File: config.mk
export PLATFORM = sky130hd
export DESIGN_NAME = e1_rx_liu_ctrl
export DESIGN_NICKNAME = d
export VERILOG_FILES = /design/src/rtl/e1_rx_liu_ctrl.sv
export SDC_FILE = /design/constraint.sdc
export NUM_CORES = 1
export LEC_CHECK = 0
export CAP_MARGIN = 15
export CORE_ASPECT_RATIO = 1.1
export CORE_MARGIN = 3
export CORE_UTILIZATION = 25
export CTS_BUF_LIST = sky130_fd_sc_hd__clkbuf_4 sky130_fd_sc_hd__clkbuf_8
export DETAILED_ROUTE_END_ITERATION = 8
export HOLD_SLACK_MARGIN = 0.08
export PLACE_DENSITY = 0.44
export SLEW_MARGIN = 40
export SYNTH_ARGS = -nofsm -noshare
export SYNTH_HDL_FRONTEND = slang
export SYNTH_SLANG_ARGS = --single-unit
File: constraint.sdc
create_clock -name clk -period 5.8 [get_ports clk]
set_clock_uncertainty 0.15 [all_clocks]
set_input_delay 1.16 -clock clk [delete_from_list [all_inputs] [get_ports clk]]
set_output_delay 1.16 -clock clk [all_outputs]
set_load 0.005 [all_outputs]
File: src/rtl/e1_rx_liu_ctrl.sv
// E1 RX LIU supervisor: qualifies the recovered LIU clock, forwards bits to
// the framer only while the clock is stable, flags loss of clock and loss
// of signal, and keeps a saturating clock-error counter.
//
// Ports:
//   clk, rst        system clock, synchronous active-high reset
//   ctrl_enable     0 holds the block in OFF
//   in_data/valid   recovered bit and its single-cycle strobe
//   out_data/valid  bit/strobe forwarded to the framer (RUN only, 1 cycle late)
//   status_clk_ok   1 while in RUN
//   status_los      loss-of-signal flag
//   err_cnt         saturating count of clock errors seen in RUN
//   err_clr         pulse, clears err_cnt
module e1_rx_liu_ctrl #(
    parameter int unsigned PER_MIN      = 12,
    parameter int unsigned PER_MAX      = 18,
    parameter int unsigned CLK_TIMEOUT  = 64,
    parameter int unsigned LOCK_BITS    = 256,
    parameter int unsigned LOS_ZEROS    = 255,
    parameter int unsigned LOS_CLR_ONES = 12
) (
    input  logic        clk,
    input  logic        rst,
    input  logic        ctrl_enable,
    input  logic        in_data,
    input  logic        in_valid,
    output logic        out_data,
    output logic        out_valid,
    output logic        status_clk_ok,
    output logic        status_los,
    output logic [15:0] err_cnt,
    input  logic        err_clr
);

    localparam int unsigned PER_W   = $clog2(CLK_TIMEOUT + 1);
    localparam int unsigned GOOD_W  = $clog2(LOCK_BITS + 1);
    localparam int unsigned ZERO_W  = $clog2(LOS_ZEROS + 1);
    localparam int unsigned WIN_LEN = 32;
    localparam int unsigned WIN_W   = $clog2(WIN_LEN);
    localparam int unsigned ONES_W  = $clog2(WIN_LEN + 1);

    typedef enum logic [1:0] {S_OFF, S_WAIT, S_LOCK, S_RUN} state_t;

    state_t              r_state;
    logic [PER_W-1:0]    r_per_cnt;
    logic [GOOD_W-1:0]   r_good_cnt;
    logic [ZERO_W-1:0]   r_zero_cnt;
    logic [WIN_W-1:0]    r_win_cnt;
    logic [ONES_W-1:0]   r_win_ones;
    logic                r_los;
    logic                r_clk_ok;
    logic                r_out_data;
    logic                r_out_valid;
    logic [15:0]         r_err_cnt;

    logic                w_in_range;
    logic                w_timeout;
    logic                w_err;
    logic [ONES_W-1:0]   w_ones_nxt;

    // Period classification; a strobe always wins over a timeout.
    always_comb begin
        w_in_range = (r_per_cnt >= PER_W'(PER_MIN)) && (r_per_cnt <= PER_W'(PER_MAX));
        w_timeout  = !in_valid && (r_per_cnt == PER_W'(CLK_TIMEOUT));
        w_err      = ctrl_enable && (r_state == S_RUN) &&
                     ((in_valid && !w_in_range) || w_timeout);
        w_ones_nxt = r_win_ones + ONES_W'(in_data);
    end

    // Link sequencing, forwarding, LOS tracking and error counting.
    always_ff @(posedge clk) begin
        if (rst) begin
            r_state     <= S_OFF;
            r_per_cnt   <= '0;
            r_good_cnt  <= '0;
            r_zero_cnt  <= '0;
            r_win_cnt   <= '0;
            r_win_ones  <= '0;
            r_los       <= 1'b0;
            r_clk_ok    <= 1'b0;
            r_out_data  <= 1'b0;
            r_out_valid <= 1'b0;
            r_err_cnt   <= '0;
        end else begin
            if (in_valid) begin
                r_per_cnt <= PER_W'(1);
            end else if (r_per_cnt != PER_W'(CLK_TIMEOUT)) begin
                r_per_cnt <= r_per_cnt + PER_W'(1);
            end

            if (err_clr) begin
                r_err_cnt <= '0;
            end else if (w_err && (r_err_cnt != 16'hFFFF)) begin
                r_err_cnt <= r_err_cnt + 16'd1;
            end

            r_out_valid <= 1'b0;
            r_out_data  <= 1'b0;

            if (!ctrl_enable) begin
                r_state    <= S_OFF;
                r_good_cnt <= '0;
                r_clk_ok   <= 1'b0;
                r_los      <= 1'b0;
                r_zero_cnt <= '0;
                r_win_cnt  <= '0;
                r_win_ones <= '0;
            end else begin
                case (r_state)
                    S_OFF: r_state <= S_WAIT;
                    S_WAIT: begin
                        if (in_valid) begin
                            r_state    <= S_LOCK;
                            r_good_cnt <= '0;
                        end
                    end
                    S_LOCK: begin
                        if (in_valid) begin
                            if (w_in_range) begin
                                r_good_cnt <= r_good_cnt + GOOD_W'(1);
                                if (r_good_cnt == GOOD_W'(LOCK_BITS - 1)) begin
                                    r_state  <= S_RUN;
                                    r_clk_ok <= 1'b1;
                                end
                            end else begin
                                r_good_cnt <= '0;
                            end
                        end else if (w_timeout) begin
                            r_state <= S_WAIT;
                        end
                    end
                    S_RUN: begin
                        if (in_valid) begin
                            r_out_valid <= 1'b1;
                            r_out_data  <= in_data;
                            // Recovery windows only run while LOS is already set.
                            if (r_los) begin
                                if (r_win_cnt == WIN_W'(WIN_LEN - 1)) begin
                                    if (w_ones_nxt >= ONES_W'(LOS_CLR_ONES)) begin
                                        r_los <= 1'b0;
                                    end
                                    r_win_cnt  <= '0;
                                    r_win_ones <= '0;
                                end else begin
                                    r_win_cnt  <= r_win_cnt + WIN_W'(1);
                                    r_win_ones <= w_ones_nxt;
                                end
                            end
                            if (in_data) begin
                                r_zero_cnt <= '0;
                            end else if (r_zero_cnt != ZERO_W'(LOS_ZEROS)) begin
                                r_zero_cnt <= r_zero_cnt + ZERO_W'(1);
                                if (r_zero_cnt == ZERO_W'(LOS_ZEROS - 1)) begin
                                    r_los <= 1'b1;
                                end
                            end
                        end else if (w_timeout) begin
                            r_state    <= S_WAIT;
                            r_clk_ok   <= 1'b0;
                            r_los      <= 1'b0;
                            r_zero_cnt <= '0;
                            r_win_cnt  <= '0;
                            r_win_ones <= '0;
                        end
                    end
                    default: r_state <= S_OFF;
                endcase
            end
        end
    end

    assign out_data      = r_out_data;
    assign out_valid     = r_out_valid;
    assign status_clk_ok = r_clk_ok;
    assign status_los    = r_los;
    assign err_cnt       = r_err_cnt;

endmodule

### Yosys cells after proc, flatten, opt, wreduce, memory -nomap -nowiden

Index checks and enable logic that the tools add are counted.

| cells by class | value |
|---|---|
| eq/ne operators | 20 |
| $lt $le $gt $ge | 3 |
| multipliers | 0 |
| bitwise gates (word level) | 3 |
| mux-type cells | 39 |
| shift operators | 0 |
| reduce and logical (&&, ||, !) cells | 25 |
| div/mod/pow operators | 0 |
| add/sub/neg operators | 6 |

Operators with widths:

| cell | number |
|---|---|
| $mux 8 | 4 |
| $mux 9 | 3 |
| $mux 6 | 4 |
| $mux 5 | 4 |
| $pmux 9 s2 | 1 |
| $add 16x1->16 const B | 1 |
| $ne 16x16->1 const B | 1 |
| $mux 1 | 15 |
| $mux 2 | 6 |
| $ne 2x2->1 const B | 6 |
| $add 9x1->9 const B | 1 |
| $eq 9x8->1 const B | 1 |
| $reduce_and 3->1 | 3 |
| $add 8x1->8 const B | 1 |
| $eq 8x8->1 const B | 1 |
| $ne 8x8->1 const B | 1 |
| $pmux 2 s4 | 1 |
| $reduce_bool 2->1 | 4 |
| $add 7x1->7 const B | 1 |
| $eq 7x7->1 const B | 1 |
| $ge 7x4->1 const B | 1 |
| $le 7x5->1 const B | 1 |
| $ne 7x7->1 const B | 1 |
| $add 6x1->6 | 1 |
| other kinds (20) | 32 |

| word-level totals | value |
|---|---|
| word-level logic and storage cells | 108 |
| flip-flop bits (word level) | 57 |
| input port bits | 6 |
| memory bits (read-only) | 0 |
| memories | 0 |
| latch bits | 0 |
| output and inout port bits | 20 |
| memory bits (writable) | 0 |

### Longest topological paths before layout

| logic depth | value |
|---|---|
| depth after elaboration | 9 |
| depth in mapped cells | 9 |

### Worst setup path after synthesis

No wires, ideal clock.

| path | value |
|---|---|
| path type | input -> register |
| start point | input port in_valid |
| end point | register r_good_cnt[7] |
| stages on the path | 5 |
| setup slack | 3.230 ns |
| arrival time | 2.350 ns |
| required time | 5.580 ns |
| setup time | 0.070 ns |
| path buffers | 1 |
| cell sequence | clkbuf_1 -> o21ai_0 -> or4_1 -> a21o_1 -> a21oi_1 |

| on the way | value |
|---|---|
| word-level cells in the longest chain between the ends | 2 |

Ends and longest elaborated chain:

| what | line | RTL |
|---|---|---|
| start, declared | 26 | `input logic in_valid,` |
| $ne 2x2->1 (no source line) | - |  |
| $reduce_and 3->1 (no source line) * | - |  |
| end signal, assigned | 120 | `r_good_cnt <= r_good_cnt + GOOD_W'(1);` |
| end, declared | 46 | `logic [GOOD_W-1:0] r_good_cnt;` |

Mark *: on every way between the ends. The rest lies on a longest branch, timed or not.
A chain may end at the register's enable or synchronous reset.

### Worst setup path after layout

| path | value |
|---|---|
| start point | input port in_valid |
| end point | register r_err_cnt[14] (netlist: err_cnt[14]) |

| on the way | value |
|---|---|
| word-level cells in the longest chain between the ends | 5 |

Ends and longest elaborated chain:

| what | line | RTL |
|---|---|---|
| $logic_not 1->1 | 64 | `w_timeout = !in_valid && (r_per_cnt == PER_W'(CLK_TIMEOUT));` |
| $logic_and 1x1->1 | 64 |  |
| $logic_or 1x1->1 * | 66 | `((in_valid && !w_in_range) \|\| w_timeout);` |
| $logic_and 1x1->1 * | 65 | `w_err = ctrl_enable && (r_state == S_RUN) &&` |
| $logic_and 1x1->1 * | 93 | `end else if (w_err && (r_err_cnt != 16'hFFFF)) begin` |
| end signal, assigned | 94 | `r_err_cnt <= r_err_cnt + 16'd1;` |
| end, declared | 54 | `logic [15:0] r_err_cnt;` |

Marks and branches as above.

==> results.sh <==
export IMPL_pwr_share_clk=0.474
export IMPL_io_buffers=25
export IMPL_synthFlopType="dfxtp_1"
export IMPL_pin_count=26
export IMPL_max_slew_worst_pin_slew_ns=0.838
export IMPL_die_x_um=110
export IMPL_synth_seq_cells=57
export IMPL_async_flop_share=0
export IMPL_final_seq_area_um2=1140
export IMPL_multiInputGateArea_um2=1750
export IMPL_slew_headroom=0.440
export IMPL_grt_pass1_vias=2610
export IMPL_clkSlewWorstSetupHoldPaths_ns=0.06
export IMPL_gp_congestion=0.784
export IMPL_core_rowCount=41
export IMPL_grt_met1_usage=0.152
export IMPL_ys_types=46
export IMPL_n_fill_cell=1272
export IMPL_grt_antenna_before_repair=0
export IMPL_finalSetupTns_ns=0
export IMPL_ctsResizeCount=0
export IMPL_grt_busiest_layer="met2"
export IMPL_vias_per_cell=4.96
export IMPL_fin_nets=415
export IMPL_rsz0062_at_grt="no"
export IMPL_cts_setup_buffers=0
export IMPL_n_antenna_cell=0
export IMPL_area_growth_pct=20.3
export IMPL_die_area_um2=13300
export IMPL_cts_hold_buf=0
export IMPL_placed_area_um2=3400
export IMPL_arrival_ns=3.56
export IMPL_avgSynthCellArea_um2=8.06
export IMPL_core_area_um2=11600
export IMPL_switchingPower_mw=0.181
export IMPL_dr_pass1_iters=4
export IMPL_setup_worst_path_end_class="register"
export IMPL_slew_viol_final=0
export IMPL_power_leakage_nw=1.10
export IMPL_grt_usage=0.116
export IMPL_fmax_mhz=291
export IMPL_path_max_fanout=22
export IMPL_die_y_um=121
export IMPL_grt_first_pass_wirelength_um=12700
export IMPL_start_util=0.259
export IMPL_postRouteAntennaNets=0
export IMPL_yosys_warnings=0
export IMPL_cts_tree="built"
export IMPL_setup_viol=0
export IMPL_drt_iter0_drc=146
export IMPL_cts_htree_levels=3
export IMPL_power_density_nw_per_um2=224
export IMPL_min_period_ns=3.44
export IMPL_ir_drop_mv=0.0945
export IMPL_overflow=0
export IMPL_clk_latency_ns=0.34
export IMPL_grt_max_degree=23
export IMPL_syn_instance_count=372
export IMPL_worst_hold_path_type="register to register"
export IMPL_cts_num_sinks=57
export IMPL_netlist_area_um2=3000
export IMPL_fin_area_um2=3610
export IMPL_status="finished clean"
export IMPL_use_met3=0.0229
export IMPL_wirelength_um=7560
export IMPL_worstSetupStartpointType="primary input"
export IMPL_drv_cap=0
export IMPL_syn_nets=389
export IMPL_finalHoldViolations=0
export IMPL_pwr_share_comb=0.036
export IMPL_synth_yosys_seq_area_share=0.380
export IMPL_fin_hold_ws_ns=0.302
export IMPL_drc_errors=0
export IMPL_cts_buffer_depth=2
export IMPL_dpl_hpwl_um=5310
export IMPL_gr_usage_met2=0.184
export IMPL_synth_edff_count=0
export IMPL_cts_buffers=9
export IMPL_internal_power_mw=0.626
export IMPL_required_ns=5.92
export IMPL_post_route_period_util=0.593
export IMPL_drive_above_1_share=0.0746
export IMPL_crit_type="primary input to register"
export IMPL_netSwitchingFraction=0.224
export IMPL_wire_per_inst_um=13.7
export IMPL_pwr_share_seq=0.490
export IMPL_num_vias=2740
export IMPL_cts_root_buf="clkbuf_8"
-- power by group through the flow --
stage | clock network [mW] | logic [mW] | registers, mW
2_1_floorplan | 0 | 0.0179 | 0.403
3_3_place_gp | 0 | 0.0292 | 0.404
3_5_place_dp | 0 | 0.0291 | 0.404
4_1_cts | 0.395 | 0.0292 | 0.395
5_1_grt | 0.411 | 0.0325 | 0.395
6_report | 0.383 | 0.0290 | 0.395
-- cell families (layout without fill, tap and decap cells) --
| family | count (synthesis) | after routing | share of synthesized area |
|---|---|---|---|
| compound gates | 87 | 87 | 0.180 |
| xor+xnor | 17 | 17 | 0.0496 |
| fa+ha+maj | 11 | 11 | 0.0459 |
| buf+inv | 29 | 59 | 0.0413 |
| flops | 57 | 57 | 0.380 |
| mux | 3 | 3 | 0.0100 |
| simple gates | 168 | 168 | 0.292 |
-- metal layers --
layer,wire length (um),part of all wire
met3,205,0.027
met5,0,0
met1,3800,0.50
met4,97,0.013
met2,3450,0.46
-- worst max-delay path, cell delays in order --
cell and delay, ns:
clkdlybuf4s50_1 0.79, and3_1 0.31, a31oi_4 0.10, a21o_1 0.45, or4_1 0.59, a21oi_1 0.14
-- worst paths after layout --
path | cells past startpoint | to | start | slack, ns
worst max-delay path | 6 | err_cnt[14] | in_valid | 2.36
worst min-delay path | 2 | r_good_cnt[8] | r_good_cnt[8] | 0.30
worst max register to register | 5 | err_cnt[14] | r_state[1] | 3.27
worst min register to register | 2 | r_good_cnt[8] | r_good_cnt[8] | 0.30
-- synth_stat cells (4+ instances only) --
master / number / area share
o21ai_0: 16 / 0.027
nor4_1: 8 / 0.017
a21oi_1: 34 / 0.057
or3_1: 14 / 0.029
a31oi_1: 8 / 0.017
nand2_1: 36 / 0.045
o31ai_1: 8 / 0.020
nor3_1: 9 / 0.015
inv_1: 17 / 0.021
and3_1: 10 / 0.021
xnor2_1: 14 / 0.041
ha_1: 11 / 0.046
dfxtp_1: 57 / 0.38
nor2_1: 35 / 0.044
clkbuf_1: 6 / 0.0075
or4_1: 8 / 0.020
and2_1: 4 / 0.0083
nand4_1: 13 / 0.027
nand3_1: 15 / 0.025
-- through the flow --
stage / util / worst slack (ns) / cells / power [mW]
finish: 0.311 / 2.36 / 552 / 0.807
global route: 0.311 / 2.19 / 552 / 0.838
CTS: 0.310 / 2.27 / 552 / 0.819
detailed placement: 0.293 / 1.93 / 537 / 0.433
global placement: 0.293 / 1.96 / 537 / 0.433
floorplan: - / 3.23 / 372 / 0.421
-- sequential cells by signal, indices dropped and copies added, names as in the netlist --
signal         count
err_cnt           16
out_data           1
out_valid          1
r_good_cnt         9
r_per_cnt          7
r_state            2
r_win_cnt          5
r_win_ones         6
r_zero_cnt         8
status_clk_ok      1
status_los         1
-- layout by cell type, fill, tap and decap left out, types with 4 or more instances in the layout --
cell	n
xnor2_1	14
nand2_1	36
ha_1	11
dfxtp_1	57
and2_1	4
o31ai_1	8
clkbuf_8	11
inv_1	17
nor3_1	9
or3_1	14
and3_1	10
or4_1	8
nor4_1	7
nand4_1	13
a31oi_1	8
nand3_1	15
nor2_1	35
a21oi_1	34
o21ai_0	16
clkdlybuf4s50_1	25
-- cell type report --
class | count | share of cell area
inverters | 17 | 0.0177
clock buffers | 12 | 0.0441
well taps | 150 | 0.0520
multi-input cells | 286 | 0.485
repair buffers | 27 | 0.0735
clock inverters | 3 | 0.0111
flip-flops and latches | 57 | 0.316
Note: power is estimated with default switching activity, not from simulation.
